[config.mk]
export PLATFORM = sky130hd
export DESIGN_NAME = iopage_arb
export DESIGN_NICKNAME = d
export VERILOG_FILES = /design/src/rtl/iopage_pkg.sv /design/src/rtl/iopage_arb_rr.sv /design/src/rtl/iopage_arb.sv
export SDC_FILE = /design/constraint.sdc
export NUM_CORES = 1
export LEC_CHECK = 0
export ABC_AREA = 1
export CAP_MARGIN = 20
export CORE_AREA = 2 2 91 93
export DETAILED_ROUTE_END_ITERATION = 8
export DIE_AREA = 0 0 93 95
export GPL_TIMING_DRIVEN = 0
export PLACE_DENSITY = 0.91
export SLEW_MARGIN = 15
export SYNTH_ARGS = -nofsm -noshare
export SYNTH_HDL_FRONTEND = slang
export SYNTH_SLANG_ARGS = --single-unit
[constraint.sdc]
create_clock -name clk -period 2.81 [get_ports clk]
set_input_delay 0.562 -clock clk [delete_from_list [all_inputs] [get_ports clk]]
set_output_delay 0.562 -clock clk [all_outputs]
set_load 0.1 [all_outputs]
[src/rtl/iopage_pkg.sv]
// Shared types and helpers for the I/O-page bus sequencer: FSM states,
// address width, PSW register addresses and byte-lane alignment.
package iopage_pkg;

    localparam int IOPAGE_AW = 13;

    localparam logic [IOPAGE_AW-1:0] PSW_ADDR     = 13'o17776;
    localparam logic [IOPAGE_AW-1:0] PSW_ADDR_ALT = 13'o17774;

    typedef enum logic [1:0] {
        IDLE,
        ACCESS,
        NXM_WAIT,
        DONE
    } state_t;

    // A byte write replicates the low byte onto both lanes so the device
    // can pick whichever lane its address selects.
    function automatic logic [15:0] align_wdata(input logic byte_op,
                                                input logic [15:0] wdata);
        logic [15:0] result;
        if (byte_op)
            result = {wdata[7:0], wdata[7:0]};
        else
            result = wdata;
        return result;
    endfunction

    function automatic logic [15:0] align_rdata(input logic byte_op,
                                                input logic odd,
                                                input logic [15:0] data);
        logic [15:0] result;
        if (!byte_op)
            result = data;
        else if (odd)
            result = {8'h00, data[15:8]};
        else
            result = {8'h00, data[7:0]};
        return result;
    endfunction

endpackage

[src/rtl/iopage_arb_rr.sv]
// Two-way round-robin picker with its own last-grant history register.
module rr_arb2 (
    input  logic       clk,
    input  logic       reset,
    input  logic [1:0] req,
    input  logic       update,
    input  logic       grant_in,
    output logic       grant,
    output logic       any
);

    logic last_grant;

    // Starting from 1 means master 0 wins the first contested pick.
    always_ff @(posedge clk or posedge reset) begin
        if (reset)
            last_grant <= 1'b1;
        else if (update)
            last_grant <= grant_in;
    end

    always_comb begin
        any = |req;
        if (req == 2'b11)
            grant = ~last_grant;
        else
            grant = req[1];
    end

endmodule

[src/rtl/iopage_arb.sv]
// Shares the 13-bit I/O-page register bus between the CPU (port 0) and the
// console/DMA master (port 1), with strobe sequencing and NXM timeout.
module iopage_arb
    import iopage_pkg::*;
#(
    parameter int NDEV       = 4,
    parameter int NXM_CYCLES = 8
) (
    input  logic                 clk,
    input  logic                 reset,
    input  logic [1:0]           m_req,
    input  logic [1:0]           m_we,
    input  logic [1:0]           m_byte,
    input  logic [25:0]          m_addr,
    input  logic [31:0]          m_wdata,
    output logic [1:0]           m_ack,
    output logic                 m_nxm,
    output logic [15:0]          m_rdata,
    output logic [IOPAGE_AW-1:0] iopage_addr,
    output logic                 iopage_rd,
    output logic                 iopage_wr,
    output logic                 iopage_byte_op,
    output logic [15:0]          iopage_data,
    input  logic [NDEV-1:0]      dev_decode,
    input  logic [16*NDEV-1:0]   dev_data
);

    state_t state, next_state;

    logic                 arb_grant;
    logic                 arb_any;
    logic                 arb_update;

    logic                 lat_grant;
    logic                 lat_we;
    logic                 lat_byte;
    logic [IOPAGE_AW-1:0] lat_addr;
    logic [15:0]          lat_wdata;

    logic [7:0]           nxm_cnt;
    logic                 latch_en;
    logic                 cnt_load;
    logic                 cnt_dec;
    logic                 capture;
    logic                 finish;
    logic                 finish_nxm;
    logic [15:0]          dev_or;

    rr_arb2 u_rr (
        .clk      (clk),
        .reset    (reset),
        .req      (m_req),
        .update   (arb_update),
        .grant_in (lat_grant),
        .grant    (arb_grant),
        .any      (arb_any)
    );

    // Overlapping decode hits are tolerated: their data simply ORs together.
    always_comb begin
        dev_or = '0;
        for (int i = 0; i < NDEV; i++)
            dev_or = dev_or | dev_data[16*i +: 16];
    end

    always_ff @(posedge clk or posedge reset) begin
        if (reset)
            state <= IDLE;
        else
            state <= next_state;
    end

    always_comb begin
        next_state = state;
        iopage_rd  = 1'b0;
        iopage_wr  = 1'b0;
        latch_en   = 1'b0;
        arb_update = 1'b0;
        cnt_load   = 1'b0;
        cnt_dec    = 1'b0;
        capture    = 1'b0;
        finish     = 1'b0;
        finish_nxm = 1'b0;
        case (state)
            IDLE: begin
                if (arb_any) begin
                    latch_en   = 1'b1;
                    next_state = ACCESS;
                end
            end
            ACCESS: begin
                // An odd word address can never be decoded, so fail it
                // without waiting out the timeout.
                if (!lat_byte && lat_addr[0]) begin
                    finish     = 1'b1;
                    finish_nxm = 1'b1;
                    next_state = DONE;
                end else if (|dev_decode) begin
                    iopage_rd  = ~lat_we;
                    iopage_wr  = lat_we;
                    capture    = 1'b1;
                    finish     = 1'b1;
                    next_state = DONE;
                end else begin
                    cnt_load   = 1'b1;
                    next_state = NXM_WAIT;
                end
            end
            NXM_WAIT: begin
                if (nxm_cnt == 8'd0) begin
                    finish     = 1'b1;
                    finish_nxm = 1'b1;
                    next_state = DONE;
                end else begin
                    cnt_dec = 1'b1;
                end
            end
            DONE: begin
                arb_update = 1'b1;
                next_state = IDLE;
            end
            default: next_state = IDLE;
        endcase
    end

    always_ff @(posedge clk or posedge reset) begin
        if (reset) begin
            lat_grant <= 1'b0;
            lat_we    <= 1'b0;
            lat_byte  <= 1'b0;
            lat_addr  <= '0;
            lat_wdata <= '0;
        end else if (latch_en) begin
            lat_grant <= arb_grant;
            lat_we    <= m_we[arb_grant];
            lat_byte  <= m_byte[arb_grant];
            lat_addr  <= arb_grant ? m_addr[25:13] : m_addr[12:0];
            lat_wdata <= arb_grant ? m_wdata[31:16] : m_wdata[15:0];
        end
    end

    always_ff @(posedge clk or posedge reset) begin
        if (reset)
            nxm_cnt <= 8'd0;
        else if (cnt_load)
            nxm_cnt <= 8'(NXM_CYCLES - 1);
        else if (cnt_dec)
            nxm_cnt <= nxm_cnt - 8'd1;
    end

    // Completion outputs are registered so they appear during the DONE cycle
    // and are zero at all other times.
    always_ff @(posedge clk or posedge reset) begin
        if (reset) begin
            m_ack   <= 2'b00;
            m_nxm   <= 1'b0;
            m_rdata <= 16'h0000;
        end else begin
            m_ack   <= finish ? (2'b01 << lat_grant) : 2'b00;
            m_nxm   <= finish & finish_nxm;
            m_rdata <= capture ? align_rdata(lat_byte, lat_addr[0], dev_or) : 16'h0000;
        end
    end

    assign iopage_addr    = lat_addr;
    assign iopage_byte_op = lat_byte;
    assign iopage_data    = align_wdata(lat_byte, lat_wdata);

endmodule

==> summary.txt <==
Outcome
  • Status: complete, no violations

Placed design
  • I/O Buffers: 184
  • DP HPWL: 8100 µm
  • Cell Area, Placed: 5240 µm²
  • RePlAce Congestion: 0.895

Clock tree
  • Worst-skew pair later-pin latency: 340 ps
  • Clock Sinks: 62
  • Root Buffer: clkbuf_8
  • Clock tree buffer depth: 2
  • Hold buffer count at CTS: 0
  • Setup Fix Bufs, Post-CTS: 0
  • Clk slew on worst S/H paths: 80 ps
  • Num CTS Buffers: 9
  • H-tree depth: 3
  • CTS tree: done

Power
  • Power Total: 7.56 mW
  • Power per cell area: 1390 nW/µm²
  • Worst VDD drop: 0.000999 V
  • Leak Pwr: 2.39 nW

Routing
  • Post-Route WL: 10600 µm
  • DRC: 0
  • Number of antenna-violating nets in the routed design: 0
  • Initial DRC Count: 181
  • DR vias: 3586
  • Vias per std cell: 5.04
  • First drt pass iteration count: 5
  • Average wire per standard cell: 14.9 µm

Floorplan
  • Die Y: 95 µm
  • Die width: 93 µm
  • IO Pins: 185
  • Initial Util: 41.0%
  • Die ar.: 8840 µm²
  • Placeable Area: 7930 µm²
  • FP Rows: 33

Hold path
  • Worst hold path type: reg -> reg
  • Hold Path Origin: lat_grant

STA
  • Tcrit/Tclk final: 95.8%
  • Max Slew Vio Count: 0
  • Rel. slew slack: 32.4%
  • # setup viols final: 0
  • Period minus WS final: 2690 ps
  • FMAX: 372 MHz
  • Worst-margin pin slew: 1010 ps
  • Final Hold Fails: 0
  • RSZ-0062 raised after global routing: false
  • Fin Clk Skew: 8.46 ps

Critical path
  • Crit path max fanout: 10
  • CP delay by family, top: buffers and inverters
  • CP endpoint kind: primary output
  • CP max stage cell: dfrtp_1
  • Worst reg2reg path startpoint: state[1]
  • CP cell instances: inv_1 -> ha_1 -> nand3_2 -> nor2_4 -> buf_2
  • CP bufs+invs: 2
  • Type of origin of the critical path: flip-flop
  • Arr. time, crit path: 2130 ps
  • Setup Crit Path Kind: reg -> out
  • Slowest Stage Delay on Critical Path: 440 ps
  • Worst EP required: 2250 ps
  • Crit path launch: state[1]

Global route
  • First-pass GRT wire length: 16500 µm
  • Remaining global-route overflow: 0
  • Gr usage total: 23.9%
  • Pin count of the biggest net entering global routing: 63
  • Vias in the first global route: 3564
  • Initial antenna violation count: 0

Cells and area
  • Register Area: 1550 µm²
  • Ant. Diodes: 0
  • Fillers: 607
  • Layout cells sized above 1: 11.4%
  • Nets: 742
  • Layout area overhead: 67.0%
  • Fin area: 5430 µm²
  • Multi-input logic area: 1440 µm²

Synthesis
  • Register bit total from synthesis: 62
  • Mapped Cells: 406
  • Cell variety after synth: 34
  • Mapped Nets: 547
  • Register area share after synthesis: 47.8%
  • Mapped Area: 3250 µm²
  • Syn avg cell area: 8.01 µm²
  • Yosys warning count: 0

Job
  • Max-cap violations: 0
-- registers in the layout, summed over array words and instances, names as in the netlist, 2 cells and up --
| signal | flops |
|---|---|
| nxm_cnt | 8 |
| iopage_addr | 13 |
| state | 2 |
| m_ack | 2 |
| m_rdata | 16 |
| lat_wdata | 16 |
-- cell usage in the layout (no fill, tap or decap), types with 2 or more instances in the layout --
cell             synthesis  layout
clkdlybuf4s50_1          0     174
nor2_1                  75      73
nand2_1                 73      73
dfrtp_1                 61      61
o21ai_0                 41      33
o21ai_1                 20      28
inv_1                   23      22
nor3_1                  17      17
nand3_1                 15      15
buf_4                   11      11
o22ai_1                 11      11
a21oi_1                 10      10
clkbuf_8                 0      10
buf_2                    8       9
clkbuf_2                 1       7
ha_1                     7       7
inv_2                    4       4
nand4_1                  4       4
buf_6                    3       3
nor2_2                   3       3
nor2_4                   1       3
nand2_2                  2       2
xor2_1                   2       2
xnor2_1                  2       2
bufinv_16                0       2
clkinv_2                 0       2
clkinvlp_4               0       2
clkdlybuf4s15_2          0       2
-- repair_timing --
action / in CTS / in global routing
endpoints found under the setup margin: 10 / 7
endpoints found under the hold margin: 0 / 0
resized for setup: 26 / 9
-- layout make-up --
type / instances / area share, %
well taps: 105 / 2.42
repair buffers: 184 / 33.3
inverters: 28 / 1.98
clock inverters: 6 / 1.57
clock buffers: 10 / 2.54
plain buffers: 24 / 3.04
flip-flops and latches: 62 / 28.6
multi-input cells: 292 / 26.6
-- Yosys cell counts --
master    count  share of area (%)
nand3_1      15                2.3
dfrtp_1      61                 47
inv_1        23                2.7
nor3_1       17                2.6
xnor2_1       2               0.54
clkinv_1      1               0.12
nor2_2        3               0.58
clkbuf_1      1               0.12
nand2_1      73                8.4
o22ai_1      11                2.1
dfstp_2       1               0.81
nand4_2       1               0.38
inv_2         4               0.46
nor2_1       75                8.7
nand2_2       2               0.38
a21boi_0      1               0.23
clkbuf_2      1               0.15
xor2_1        2               0.54
nor2_4        1               0.35
nand3b_1      1               0.23
a21oi_1      10                1.5
nand2_4       1               0.35
nand3_2       1               0.31
a21oi_2       1               0.27
o21ai_1      20                3.1
o21ai_4       1               0.50
buf_4        11                2.5
o21ai_0      41                6.3
a21oi_4       1               0.50
ha_1          7                2.7
o211ai_1      1               0.23
buf_2         8                1.2
nand4_1       4               0.77
buf_6         3                1.0
-- power breakdown --
part	internal, mW	total, mW	switching [mW]
sequential	1.31	1.56	0.251
clock	0.520	0.895	0.375
combinational	1.28	5.11	3.83
total	3.10	7.56	4.46
-- metal layers --
layer / up-vias / track usage, % / wire length [µm]
met5: - / 0 / 0
met4: 0 / 12.7 / 350
met1: 1707 / 27.9 / 4120
met2: 131 / 42.5 / 5600
li1: 1721 / - / -
met3: 27 / 3.67 / 525
-- stage by stage --
step	utilization (%)	setup TNS, ps	worst slack [ps]	hold WS [ps]	instances
3_3_place_gp	66.1	-20790	-503	423	695
6_report	68.5	0	118	433	711
3_5_place_dp	66.1	-1040	-531	444	695
2_1_floorplan	-	-2030	-372	403	406
4_1_cts	68.8	0	4.99	440	711
5_1_grt	68.5	0	14.8	447	711
-- kinds of logic (layout without fill, tap and decap cells) --
group,Yosys count,after routing,share of synthesized area [%]
fa+ha+maj,7,7,2.69
flops,62,62,47.8
buf+inv,52,252,8.31
compound gates,87,87,14.8
simple gates,194,194,25.4
xor+xnor,4,4,1.08
-- path summary, 6_finish.rpt --
kind	endpoint	slack, ps	cells after the start
min in group asynchronous	nxm_cnt[1]	720	2
max reg2reg	m_rdata[14]	1080	4
min reg2reg	m_ack[0]	430	1
min	m_ack[0]	430	1
max	iopage_rd	120	5
max in group asynchronous	lat_wdata[6]	1600	2
Note: power is estimated with default switching activity, not from simulation.
